### config.mk
export PLATFORM = sky130hd
export DESIGN_NAME = jpc_imem_resp
export DESIGN_NICKNAME = d
export VERILOG_FILES = /design/src/rtl/jpc_imem_resp.sv
export SDC_FILE = /design/constraint.sdc
export NUM_CORES = 1
export LEC_CHECK = 0
export BUFFER_PORTS_ARGS = -buffer_cell sky130_fd_sc_hd__buf_2
export CORE_ASPECT_RATIO = 0.8
export CORE_MARGIN = 1
export CORE_UTILIZATION = 47
export DETAILED_ROUTE_END_ITERATION = 8
export GPL_TIMING_DRIVEN = 0
export MAX_ROUTING_LAYER = met4
export PLACE_DENSITY_LB_ADDON = 0.3
export SYNTH_ARGS = -nofsm -noshare
export SYNTH_HDL_FRONTEND = slang
export SYNTH_SLANG_ARGS = --single-unit
### constraint.sdc
create_clock -name clk -period 2.7 [get_ports clk]
set_clock_uncertainty 0.1 [all_clocks]
set_input_delay 0.405 -clock clk [delete_from_list [all_inputs] [get_ports clk]]
set_output_delay 0.405 -clock clk [all_outputs]
set_load 0.05 [all_outputs]
### src/rtl/jpc_imem_resp.sv
`default_nettype none
// ============================================================================
// Module      : jpc_imem_resp
// Description : Memory-side responder for the instruction-fetch interface.
//               Accepts read addresses over valid/ready, reads a synchronous
//               single-port BRAM and returns in-order responses over a
//               second valid/ready handshake. Two response slots (the BRAM
//               output itself plus one hold register) sustain one word per
//               cycle under backpressure.
// Revision    : 1.0 - initial release
// ============================================================================
module jpc_imem_resp #(
    parameter  int ADDR_WIDTH  = 32,
    parameter  int DATA_WIDTH  = 32,
    parameter  int DEPTH       = 256,
    parameter  int WAIT_STATES = 0,
    localparam int IDX_W       = $clog2(DEPTH)
) (
    input  logic                  clk,
    input  logic                  rst,
    input  logic [ADDR_WIDTH-1:0] mem_addr_I,
    input  logic                  mem_addr_valid_I,
    output logic                  mem_addr_ready_O,
    output logic [DATA_WIDTH-1:0] mem_data_O,
    output logic                  mem_data_valid_O,
    input  logic                  mem_data_ready_I,
    output logic                  mem_err_O,
    output logic [IDX_W-1:0]      bram_addr_O,
    output logic                  bram_en_O,
    input  logic [DATA_WIDTH-1:0] bram_dout_I
);

    // Occupancy states: EMPTY = nothing outstanding, ONE = the BRAM-direct
    // slot owns a read, TWO = hold register is occupied as well (it is always
    // the older of the two responses).
    typedef enum logic [1:0] {
        ST_EMPTY = 2'd0,
        ST_ONE   = 2'd1,
        ST_TWO   = 2'd2
    } state_t;

    localparam logic [3:0]            c_wait_load = 4'(WAIT_STATES);
    localparam logic [ADDR_WIDTH-1:0] c_depth     = ADDR_WIDTH'(DEPTH);

    state_t                r_state;
    state_t                w_state_nxt;
    logic [3:0]            r_wait_cnt;
    logic                  r_dir_err;
    logic                  r_hold_err;
    logic [DATA_WIDTH-1:0] r_hold_data;

    logic                  w_ready;
    logic                  w_accept;
    logic                  w_addr_err;
    logic                  w_dir_valid;
    logic [DATA_WIDTH-1:0] w_dir_data;
    logic                  w_hold_load;
    logic                  w_hs;

    // Misaligned or beyond-the-array addresses never touch the BRAM.
    assign w_addr_err = (mem_addr_I[1:0] != 2'b00) || ((mem_addr_I >> 2) >= c_depth);

    // Ready depends only on state (never on valid) so the initiator cannot
    // form a combinational loop through us.
    assign w_ready          = rst & (r_state != ST_TWO) & (r_wait_cnt == 4'd0);
    assign mem_addr_ready_O = w_ready;
    assign w_accept         = mem_addr_valid_I & w_ready;

    // The BRAM samples enable/index at the accept edge itself.
    assign bram_en_O   = w_accept & ~w_addr_err;
    assign bram_addr_O = bram_en_O ? mem_addr_I[IDX_W+1:2] : '0;

    // The direct slot presents once any wait states have elapsed; BRAM dout is
    // stable meanwhile because a new enable always evicts it into hold first.
    assign w_dir_valid = (r_state != ST_EMPTY) && (r_wait_cnt == 4'd0);
    assign w_dir_data  = r_dir_err ? '0 : bram_dout_I;

    // State register.
    always_ff @(posedge clk or negedge rst) begin
        if (!rst) begin
            r_state <= ST_EMPTY;
        end else begin
            r_state <= w_state_nxt;
        end
    end

    // Next-state and response output selection (oldest response first).
    always_comb begin
        w_state_nxt      = r_state;
        w_hold_load      = 1'b0;
        w_hs             = 1'b0;
        mem_data_valid_O = 1'b0;
        mem_data_O       = '0;
        mem_err_O        = 1'b0;
        case (r_state)
            ST_EMPTY: begin
                if (w_accept) begin
                    w_state_nxt = ST_ONE;
                end
            end
            ST_ONE: begin
                mem_data_valid_O = w_dir_valid;
                if (w_dir_valid) begin
                    mem_data_O = w_dir_data;
                    mem_err_O  = r_dir_err;
                end
                w_hs = w_dir_valid & mem_data_ready_I;
                if (w_accept && !w_hs) begin
                    // Accept implies wait_cnt==0, so the direct slot is live
                    // and must be parked before the BRAM overwrites it.
                    w_state_nxt = ST_TWO;
                    w_hold_load = 1'b1;
                end else if (w_hs && !w_accept) begin
                    w_state_nxt = ST_EMPTY;
                end
            end
            ST_TWO: begin
                mem_data_valid_O = 1'b1;
                mem_data_O       = r_hold_data;
                mem_err_O        = r_hold_err;
                w_hs             = mem_data_ready_I;
                if (w_hs) begin
                    w_state_nxt = ST_ONE;
                end
            end
            default: begin
                w_state_nxt = ST_EMPTY;
            end
        endcase
    end

    // Per-read bookkeeping for the direct slot: error flag and wait countdown.
    always_ff @(posedge clk or negedge rst) begin
        if (!rst) begin
            r_wait_cnt <= 4'd0;
            r_dir_err  <= 1'b0;
        end else if (w_accept) begin
            r_wait_cnt <= c_wait_load;
            r_dir_err  <= w_addr_err;
        end else if (r_wait_cnt != 4'd0) begin
            r_wait_cnt <= r_wait_cnt - 4'd1;
        end
    end

    // Hold register captures the direct slot when a newer read displaces it.
    always_ff @(posedge clk or negedge rst) begin
        if (!rst) begin
            r_hold_data <= '0;
            r_hold_err  <= 1'b0;
        end else if (w_hold_load) begin
            r_hold_data <= w_dir_data;
            r_hold_err  <= r_dir_err;
        end
    end

endmodule
`default_nettype wire

==> results of run 1 <==
how the worst min path moves through the flow:
stage / end / cells after the start / startpoint / slack, ps
final: r_hold_data[23]$_DFFE_PN0P_ / 3 / bram_dout_I[23] / 280
after global routing: r_hold_data[6]$_DFFE_PN0P_ / 3 / bram_dout_I[6] / 290
after CTS: r_hold_data[24]$_DFFE_PN0P_ / 3 / bram_dout_I[24] / 280
after detailed placement: r_hold_err$_DFFE_PN0P_ / 2 / r_hold_err$_DFFE_PN0P_ / 370
after global placement: r_hold_err$_DFFE_PN0P_ / 2 / r_hold_err$_DFFE_PN0P_ / 360
after floorplan: r_dir_err$_DFFE_PN0P_ / 0 / rst / 9
per-layer routing:
metal / vias to the layer above / GRT usage / routed length (um)
li1: 1268 / - / -
met1: 1303 / 0.4131 / 3419
met2: 114 / 0.4928 / 3969
met3: 9 / 0.03836 / 543
met4: 0 / 0.08836 / 80
met5: - / - / 0
critical path, cell delays in order, from the launching register on:
cell     delay (ps)
dfrtp_1         400
inv_2            80
ha_4            140
or3b_4          400
nor3b_4         220
buf_6           200
buf_4           160
a32oi_1         120
nor2b_2         140
buf_6           160
cell type report:
cell class / instances / area [um^2]
sequential: 40 / 1001
buffer: 24 / 160.2
inverter: 7 / 26.28
tap: 62 / 77.57
multi-input combinational: 212 / 1523
fill: 335 / 1119
clock inverter: 2 / 60.06
clock buffer: 5 / 68.82
timing repair buffer: 128 / 972.2
sequential cells by signal, summed over array words and instances (netlist names):
signal	count
r_dir_err	1
r_state	2
r_wait_cnt	4
r_hold_data	32
r_hold_err	1
repair_timing:
action / CTS / global route
buffers inserted: 9 / 2
cloned: 1 / 2
resized for setup: 83 / 29
endpoints found under the setup margin: 73 / 73
hold endpoints to repair: 9 / 0
pin swaps: 5 / 21
hold buffers: 3 / 0
synthesized netlist by cell type:
cell type,instances,area [um^2]
nand2_1,68,255.2
buf_1,1,3.750
buf_6,8,90.09
nand3_1,3,15.01
ha_1,6,75.07
nor2_1,2,7.510
nor3_1,1,5.000
o21a_1,1,7.510
nor2b_1,34,212.7
and2_1,8,50.05
a211oi_1,1,7.510
nand4b_1,1,8.760
buf_2,4,20.02
inv_1,7,26.28
a22oi_1,1,7.510
nor3b_2,1,12.51
nor3_2,1,10.01
nor3b_1,1,7.510
a32oi_1,32,280.3
o21ai_0,35,175.2
nor4_1,6,37.54
nor3b_4,1,18.77
dfrtp_1,40,1001
nand4_1,1,6.260
a21o_1,1,7.510
or3b_1,1,8.760
mux2_2,1,11.26
a221o_1,1,10.01
a21oi_1,4,20.02
clkbuf_1,12,45.04
metrics by stage:
step | hold slack (ps) | setup WS, ps | instance area, um^2 | util
6_report | 275.6 | -131.4 | 3889 | 0.7766
5_1_grt | 290.0 | -210.7 | 3889 | 0.7766
4_1_cts | 281.7 | -79.32 | 3674 | 0.7336
3_5_place_dp | 371.3 | -470.7 | 3179 | 0.6349
3_3_place_gp | 362.8 | -345.6 | 3179 | 0.6349
2_1_floorplan | 9.409 | -1.155 | 2546 | -
where the power goes:
group | switching (uW) | internal [uW] | leakage [uW]
clock | 222 | 364 | 0.0000642
sequential | 20.5 | 622 | 0.000549
combinational | 708 | 600 | 0.00121
total | 951 | 1590 | 0.00182
layout by cell type, fill, tap and decap left out, types with 6 or more instances in the layout:
cell and instances:
nand2_1 68, a32oi_2 19, a32oi_1 13, clkbuf_1 9, buf_6 40, buf_2 73, and2_2 7, nor4_1 6
buf_4 14, o21ai_0 35, nor2b_2 33, dfrtp_1 40
logic make-up after synthesis:
kind of cell             Yosys count  synth area share
adder cells (fa/ha/maj)            6           0.03072
buffers and inverters             32           0.07578
multiplexers                       1          0.004608
AND/OR/NAND/NOR                  129            0.2683
flip-flops                        40            0.4096
AO/OA/AOI/OAI                     76            0.2110
==> run metrics, run 1 <==
First-pass DRT Iterations=4; clock latency on the worst-skew pair=300 ps; H-tree Lvls=2; Max Slew Vio Count=0; MaxCap Viol Count=0; Critical Path RT=~2200 ps; endpoints failing hold=0; grt ovf=0; DR WL/cell=between 15 and 20 um; Die Ht=~66 um; Cells after DPL=between 400 and 500; crit share post-route=1.049; violated checks=negative setup slack; Netlist Area Pre-Place=0.002444 mm^2; status=finished with violations; clk sinks=40; Avg Inst Size Synth=8.604 um^2; antenna cells=0; Slew HR=0.6536; Synth Instances=roughly 280; FP Rows=23; ANT nets after route=0; Min-Delay Path Class=input port to flip-flop; die area=0.005493 mm^2; layout cells sized above 1=0.5191; Post-Syn Nets=358; Synth warnings=0; fin crit period=approximately 2800 ps; first-pass GRT wire length=12080 um; Die X=about 83 um; final setup fails=33; R2R setup slack=110 ps; Finished Layout Cells=480; initial antenna violation count=0; RSZ-0062 raised after global routing=yes; Tot Pwr=between 2000 and 3000 uW; Post-DP HPWL=between 4000 and 5000 um; Clock Path Buffers=2; num ports=112; total number of vias=2694; DRT iter0 DRCs=158; setup TNS=-3290 ps; Post-route DRC=0; Placeable Area=0.005007 mm^2; Critical path origin=r_wait_cnt[0]$_DFFE_PN0P_; P&R area growth vs syn=59.14%; r2r worst-path depth=12; vias in the first global route=2529; Reg-to-Reg Start=r_wait_cnt[0]$_DFFE_PN0P_; Global Route Usage Sum=0.3081; Crit Path Category=flip-flop to primary output; setup slack after layout=-131.4 ps; Num CTS Buffers=5; vias per cell=about 5.6; Initial Util=0.4880; GPL Wtd Cong=0.8481; leakage=between 0.0015 and 0.002 uW; maximum VDD drop=0.0004421 V; Root Buffer=clkbuf_8; clk slew on worst S/H paths=80 ps; crit start category=flip-flop; Pwr Density=652.4 mW/mm^2; Port Buf Inserts=roughly 110; WP data arrival=2330 ps; Seq/Total Area, Yosys=0.4096; RR Endpoint=r_hold_data[28]$_DFFE_PN0P_; largest net degree at the start of global routing=32; fmax=0.3532 GHz; kind of end point of the critical path=primary output; TritonCTS clock tree=done; Layout Nets=just under 500; worst slew pin tran=519.6 ps; final WL=8012 um; number of synthesized register bits=40; Worst Path Max Fanout=7; Setup crit end=mem_data_O[0]; Netlist cell types=30
Power figures use the tool's default switching activity.
==> inputs of run 2 (changes only) <==
--- a/config.mk
+++ b/config.mk
@@ -5,10 +5,11 @@
 export SDC_FILE = /design/constraint.sdc
 export NUM_CORES = 1
 export LEC_CHECK = 0
+export ABC_AREA = 1
 export BUFFER_PORTS_ARGS = -buffer_cell sky130_fd_sc_hd__buf_2
 export CORE_ASPECT_RATIO = 0.8
 export CORE_MARGIN = 1
-export CORE_UTILIZATION = 47
+export CORE_UTILIZATION = 49
 export DETAILED_ROUTE_END_ITERATION = 8
 export GPL_TIMING_DRIVEN = 0
 export MAX_ROUTING_LAYER = met4
==> run 2 against run 1 <==
  * The flow now finishes without violations
  * Largest cell class unchanged
  * Critical path depth rose by 2
  * Critical path type unchanged
  * Worst hold slack got worse by 270 ps
  * Final cell count rose by 27%
  * Routed wire length fell by 8.9%
  * Synthesized area rose by 11%
==> run metrics, run 2 <==
status=finished, final reports clean; Placeable Area=0.005180 mm^2 (+3.4%); Post-Syn Nets=501 (+40%); Synth area leaders=dfrtp_1 37%, nand2_1 21%, nor2_1 8.6%; area of the multi-input gates=0.001388 mm^2 (-8.9%); Async SR Flop Fraction=1.000 (unchanged); Die X=85.26 um (+3.2%); count leader, synth=nand2_1; ANT nets after route=0 (unchanged); Netlist cell types=22 (-27%); Primary FF master, synth=dfrtp_1; setup bufs post-CTS=0 (-9); Synth top area share=0.3683 (-0.04130); crit share post-route=0.9597 (-0.08896); Post-DP HPWL=5394 um (+11%); MaxCap Viol Count=0 (unchanged); max FFs per register=32 (unchanged); RR Endpoint=r_hold_data[4]$_DFFE_PN0P_; layout cells sized above 1=0.2747 (-0.2444); area leader, netlist=dfrtp_1; most common cell after layout, fill and taps aside=nand2_1; fmax=0.3859 GHz (+9.3%); worst slew pin tran=561.1 ps (+41.46 ps); Seq pwr share=0.311 (+0.058); vias per cell=4.957 (-12%); Net Sw Frac=0.5064 (+0.1317); final WL=7299 um (-8.9%); H-tree Lvls=2 (unchanged); num ports=112 (unchanged); Critical Path Max Stage Delay=410 ps (about the same); combinational share of power=0.555 (+0.040); Worst Path Max Fanout=9 (+2); Port Buf Inserts=111 (unchanged); Min-Delay Path Class=input port to async pin; TritonCTS clock tree=done; antenna cells=0 (unchanged); largest net degree at the start of global routing=42 (+31%); Num CTS Buffers=5 (unchanged); endpoints failing hold=0 (unchanged); Reg-to-Reg Start=r_state[0]$_DFFE_PN0P_; FP Rows=23 (unchanged); Layout Nets=619 (+26%); internal cell power=1540 uW (-2.9%); initial antenna violation count=0 (unchanged); cts-stage hold buffer count=0 (-3); r2r worst-path depth=10 (-2); Seq/Total Area, Yosys=0.3683 (-0.04130); Crit Path Category=flip-flop to primary output; Synth Instances=427 (+50%); first-pass GRT wire length=12050 um (-0.28%); Largest Register=r_hold_data; Global Route Usage Sum=0.2706 (-0.03758); Post-synth EDFFs=0 (unchanged); Root Buffer=clkbuf_8; leakage=0.002053 uW (+13%); Final Cell Area=0.003455 mm^2 (-11%); Netlist Area Pre-Place=0.002718 mm^2 (+11%); number of synthesized register bits=40 (unchanged); WP data arrival=2090 ps (-240 ps); Initial Util=0.5246 (+0.03663); RSZ-0062 raised after global routing=no; vias in the first global route=2757 (+9.0%); Clk pwr share=0.135 (-0.096); Sw Pwr=1580 uW (+66%); clock latency on the worst-skew pair=290 ps (about the same); worst-path cell chain=inv_1 > ha_1 > buf_6 > inv_2 > nand2_2 > nor2_4 > nand2_2 > nor2_4 > nand2_4 > nor2_1 > buf_2; Die Ht=68.61 um (+3.2%); DR WL/cell=12.00 um (-28%); crit start category=flip-flop; Post-DP Area=0.003351 mm^2 (+5.4%); fin crit period=2591 ps (-240.2 ps); die area=0.005850 mm^2 (+6.5%); Fillers=471 (+41%); Clock Path Buffers=2 (unchanged); clk sinks=40 (unchanged); R2R setup slack=300 ps (+190 ps); Post-synth top cells=149 x nand2_1, 62 x nor2_1, 51 x inv_1, 40 x dfrtp_1, 39 x nand3_1; grt ovf=0 (unchanged); Slowest-stage cell, CP=dfrtp_1; P&R area growth vs syn=27.12%; Avg Inst Size Synth=6.364 um^2 (-26%); Pwr Density=903.2 mW/mm^2 (+38%); final setup fails=0 (-100%); Post-route DRC=0 (unchanged); most frequent cells in the layout=149 x nand2_1, 117 x buf_2, 62 x nor2_1, 51 x inv_1, 40 x dfrtp_1; Synth warnings=0 (unchanged); First-pass DRT Iterations=4 (unchanged); Max Slew Vio Count=0 (unchanged); total number of vias=3014 (+12%); top flop regs=r_hold_data x32, r_wait_cnt x4, r_state x2; maximum VDD drop=0.0003994 V (-9.7%); Reg area=0.001001 mm^2 (unchanged); Slew HR=0.6259 (-0.02764); DRT iter0 DRCs=239 (+51%); GPL Wtd Cong=0.8146 (-4.0%); kind of end point of the critical path=primary output; setup TNS=0 ps (+3290 ps); Critical Path RT=2190 ps (about the same); clk slew on worst S/H paths=80 ps (about the same)
-- run 2: changes by cell type in the layout (fill, tap and decap cells not counted), moves of 33 or more --
cell and change:
nand2_1 +81, nor2_1 +60, inv_1 +46, buf_2 +44, buf_6 -36, nand3_1 +36, nor2b_2 -33
-- run 2: worst max-delay path by stage --
stage                                 startpoint                          to  slack (ps)  depth (start not counted)
final                     r_state[0]$_DFFE_PN0P_              bram_addr_O[6]         110                         11
after global routing      r_state[0]$_DFFE_PN0P_              bram_addr_O[3]           4                         11
after CTS                                    rst              bram_addr_O[6]          50                          8
after detailed placement                     rst  r_hold_data[5]$_DFFE_PN0P_          20                         11
after global placement                       rst  r_hold_data[5]$_DFFE_PN0P_          80                         11
after floorplan           r_state[0]$_DFFE_PN0P_              bram_addr_O[0]          20                         10
-- run 2: cells by family (layout without fill, tap and decap cells) --
kind of cell / Yosys count / in the layout / share of synthesized area
buffers and inverters: 77 / 196 / 0.1211
AOI/OAI and AO/OA: 40 / 40 / 0.07412
DFF: 40 / 40 / 0.3683
xor gates and xnor gates: 1 / 1 / 0.003223
and+or+nand+nor: 263 / 263 / 0.4056
adders and majority gates: 6 / 6 / 0.02762
-- run 2: what timing repair did --
action                                  in CTS  in global routing
hold endpoints to repair                     0                  0
endpoints found under the setup margin       0                 30
gates resized for setup                      0                 10
-- run 2: critical path, delay by kind of cell, from the launching register on --
kind	cells	cell delay (ps)
flops	1	410
fa+ha+maj	1	210
simple gates	6	630
buf+inv	4	560
-- run 2: cell type report --
class	instances	area share
Multi-Input combinational cell	310	0.4017
Sequential cell	40	0.2898
Timing Repair Buffer	111	0.1623
Inverter	53	0.05759
Buffer	24	0.03948
Clock buffer	6	0.02390
Tap cell	62	0.02246
Clock inverter	2	0.002898
-- run 2: metal layers --
metal | vias to the layer above | wire (um) | track usage
li1 | 1528 | - | -
met1 | 1375 | 3239 | 0.3353
met2 | 102 | 3487 | 0.4637
met3 | 9 | 509 | 0.05119
met4 | 0 | 63 | 0.07500
met5 | - | 0 | -
-- run 2: power by group through the flow --
stage / sequential, uW / combinational (uW) / clock (uW)
5_1_grt: 993 / 1890 / 457
4_1_cts: 964 / 1720 / 422
6_report: 969 / 1730 / 420
3_3_place_gp: 962 / 1680 / 0
2_1_floorplan: 940 / 1280 / 0
3_5_place_dp: 972 / 1710 / 0
-- run 2: per-stage QoR --
stage,cells,hold WS (ps),power [uW],setup WS (ps),util
2_1_floorplan,427,9.409,2224,17.25,-
3_3_place_gp,600,361.6,2640,81.04,0.6469
3_5_place_dp,600,367.2,2681,23.21,0.6469
4_1_cts,608,170.9,3104,51.77,0.6647
5_1_grt,608,66.33,3341,4.034,0.6669
6_report,608,6.816,3120,108.8,0.6669
==> inputs of run 3 (changes only) <==
--- a/config.mk
+++ b/config.mk
@@ -6,6 +6,7 @@
 export NUM_CORES = 1
 export LEC_CHECK = 0
 export ABC_AREA = 1
+export ABC_CLOCK_PERIOD_IN_PS = 2900
 export BUFFER_PORTS_ARGS = -buffer_cell sky130_fd_sc_hd__buf_2
 export CORE_ASPECT_RATIO = 0.8
 export CORE_MARGIN = 1
==> constraint.sdc (replaced) <==
create_clock -name clk -period 2.9 [get_ports clk]
set_clock_uncertainty 0.1 [all_clocks]
set_input_delay 0.435 -clock clk [delete_from_list [all_inputs] [get_ports clk]]
set_output_delay 0.435 -clock clk [all_outputs]
set_load 0.05 [all_outputs]
==> run 3 against run 2 <==
  * Critical endpoint is now mem_data_O[13]
  * Via count grew 0.27%
  * Register-to-register slack improved by 230 ps
  * Non-clock buffer count is the same
  * Combinational power is 7% lower
  * Largest cell class unchanged
==> run metrics, run 3 (synthesis results as in run 2) <==
MaxCap Viol Count=0 (unchanged); max FFs per register=32 (unchanged); top flop regs=r_hold_data x32, r_wait_cnt x4, r_state x2; DR WL/cell=12.08 um (+0.66%); largest net degree at the start of global routing=42 (unchanged); setup bufs post-CTS=0 (unchanged); status=finished, final reports clean; crit start category=flip-flop; clk sinks=40 (unchanged); Pwr Density=842.7 mW/mm^2 (-6.7%); Critical path origin=r_state[1]$_DFFE_PN0P_; Die X=85.26 um (unchanged); most frequent cells in the layout=149 x nand2_1, 118 x buf_2, 62 x nor2_1, 51 x inv_1, 40 x dfrtp_1; endpoints failing hold=0 (unchanged); P&R area growth vs syn=26.80%; Tot Pwr=2904 uW (-6.9%); final setup fails=0 (unchanged); grt ovf=0 (unchanged); Placeable Area=0.005180 mm^2 (unchanged); fin crit period=~2700 ps; maximum VDD drop=0.0003710 V (-7.1%); GPL Wtd Cong=0.8146 (unchanged); clock latency on the worst-skew pair=300 ps (about the same); Reg-to-Reg Start=r_state[0]$_DFFE_PN0P_; Root Buffer=clkbuf_8; Max Slew Vio Count=0 (unchanged); Critical Path Max Stage Delay=420 ps (about the same); r2r worst-path depth=10 (unchanged); Setup crit end=mem_data_O[13]; Post-DP HPWL=5394 um (unchanged); layout cells sized above 1=0.2656 (-0.009158); Largest Register=r_hold_data; most used cell, CP=buf_2; final hold slack=42.99 ps (+36.18 ps); RR Endpoint=r_hold_data[4]$_DFFE_PN0P_; area of the multi-input gates=0.001388 mm^2 (unchanged); num ports=112 (unchanged); ANT nets after route=0 (unchanged); Clock Path Buffers=2 (unchanged); worst slew pin tran=573.4 ps (+12.31 ps); R2R setup slack=530 ps (+230 ps); vias in the first global route=2757 (unchanged); worst-path cell chain=inv_1 > ha_1 > buf_2 > buf_1 > nand3_1 > a21oi_1 > buf_2; clk slew on worst S/H paths=80 ps (about the same); setup TNS=0 ps (unchanged); initial antenna violation count=0 (unchanged); Post-route DRC=0 (unchanged); Reg area=0.001001 mm^2 (unchanged); Layout Nets=619 (unchanged); Min-Delay Path Class=input port to async pin; FP Rows=23 (unchanged); final WL=7347 um (+0.66%); most common cell after layout, fill and taps aside=nand2_1; first-pass GRT wire length=12050 um (unchanged); antenna cells=0 (unchanged); TritonCTS clock tree=done; leakage=0.002039 uW (-0.71%); H-tree Lvls=2 (unchanged); Global Route Usage Sum=0.2706 (unchanged); Crit Path Category=flip-flop to primary output; RSZ-0062 raised after global routing=no; Num CTS Buffers=5 (unchanged); WP data arrival=2170 ps (+80 ps); crit share post-route=0.9332; fmax=0.3695 GHz; total number of vias=3022 (+0.27%); vias per cell=4.970 (+0.27%); Slew HR=0.6177 (-0.008209); Critical Path RT=2370 ps (+180 ps); Die Ht=68.61 um (unchanged); cell depth of the worst setup path=7 (-4); Slowest-stage cell, CP=dfrtp_1; die area=0.005850 mm^2 (unchanged); First-pass DRT Iterations=6 (+2); CP bufs+invs=4 (unchanged); Top delay family on crit path=buffers and inverters; Port Buf Inserts=111 (unchanged); kind of end point of the critical path=primary output; Initial Util=0.5246 (unchanged); DRT iter0 DRCs=286 (+20%); Fillers=471 (unchanged); Worst Path Max Fanout=10 (+1)
run 3: cell types whose count changed in the layout (fill, tap and decap cells not counted), sizes merged:
cell / delta
buf: +3
clkbuf: -3
run 3: per-stage QoR:
| stage | std cells | setup slack (ps) | utilization | cell area [um^2] |
|---|---|---|---|---|
| 2_1_floorplan | 427 | 187.3 | - | 2718 |
| 3_3_place_gp | 600 | 235.3 | 0.6469 | 3351 |
| 3_5_place_dp | 600 | 193.2 | 0.6469 | 3351 |
| 4_1_cts | 608 | 191.8 | 0.6647 | 3443 |
| 5_1_grt | 608 | 38.83 | 0.6652 | 3446 |
| 6_report | 608 | 193.7 | 0.6652 | 3446 |
run 3: worst register-to-register path, delay by kind of cell, from the launching register on:
| kind | cells | cell delay, ps |
|---|---|---|
| adders and majority gates | 2 | 480 |
| DFF | 1 | 400 |
| buffers and inverters | 3 | 680 |
| and+or+nand+nor | 5 | 650 |
run 3: worst min-delay path by stage:
stage	start	end	slack, ps	cells after the start
2_1_floorplan	rst	r_dir_err$_DFFE_PN0P_	40	0
3_3_place_gp	r_hold_data[0]$_DFFE_PN0P_	r_hold_data[0]$_DFFE_PN0P_	360	2
3_5_place_dp	r_hold_data[24]$_DFFE_PN0P_	r_hold_data[24]$_DFFE_PN0P_	370	2
4_1_cts	rst	r_hold_data[6]$_DFFE_PN0P_	200	1
5_1_grt	rst	r_hold_data[6]$_DFFE_PN0P_	100	1
6_report	rst	r_hold_data[6]$_DFFE_PN0P_	40	1
run 3: where the power goes:
group	internal [uW]	switching (uW)
clock network	190	207
registers	776	125
logic	456	1150
run 3: final cells by class:
cell class | count | share of cell area
Inverter | 53 | 0.05773
Buffer | 24 | 0.03776
Clock inverter | 2 | 0.002905
Multi-Input combinational cell | 310 | 0.4027
Tap cell | 62 | 0.02251
Timing Repair Buffer | 111 | 0.1619
Sequential cell | 40 | 0.2905
Clock buffer | 6 | 0.02397
run 3: repair_timing:
| action | CTS | global route |
|---|---|---|
| setup endpoints to repair | 0 | 1 |
| hold buffers | 0 | 0 |
| resized for setup | 0 | 1 |
run 3: layer usage:
layer	track usage	up-vias	share of wire
met3	0.05119	8	0.058
li1	-	1533	-
met1	0.3353	1393	0.47
met2	0.4637	88	0.47
met4	0.07500	0	0.0088
met5	-	-	0
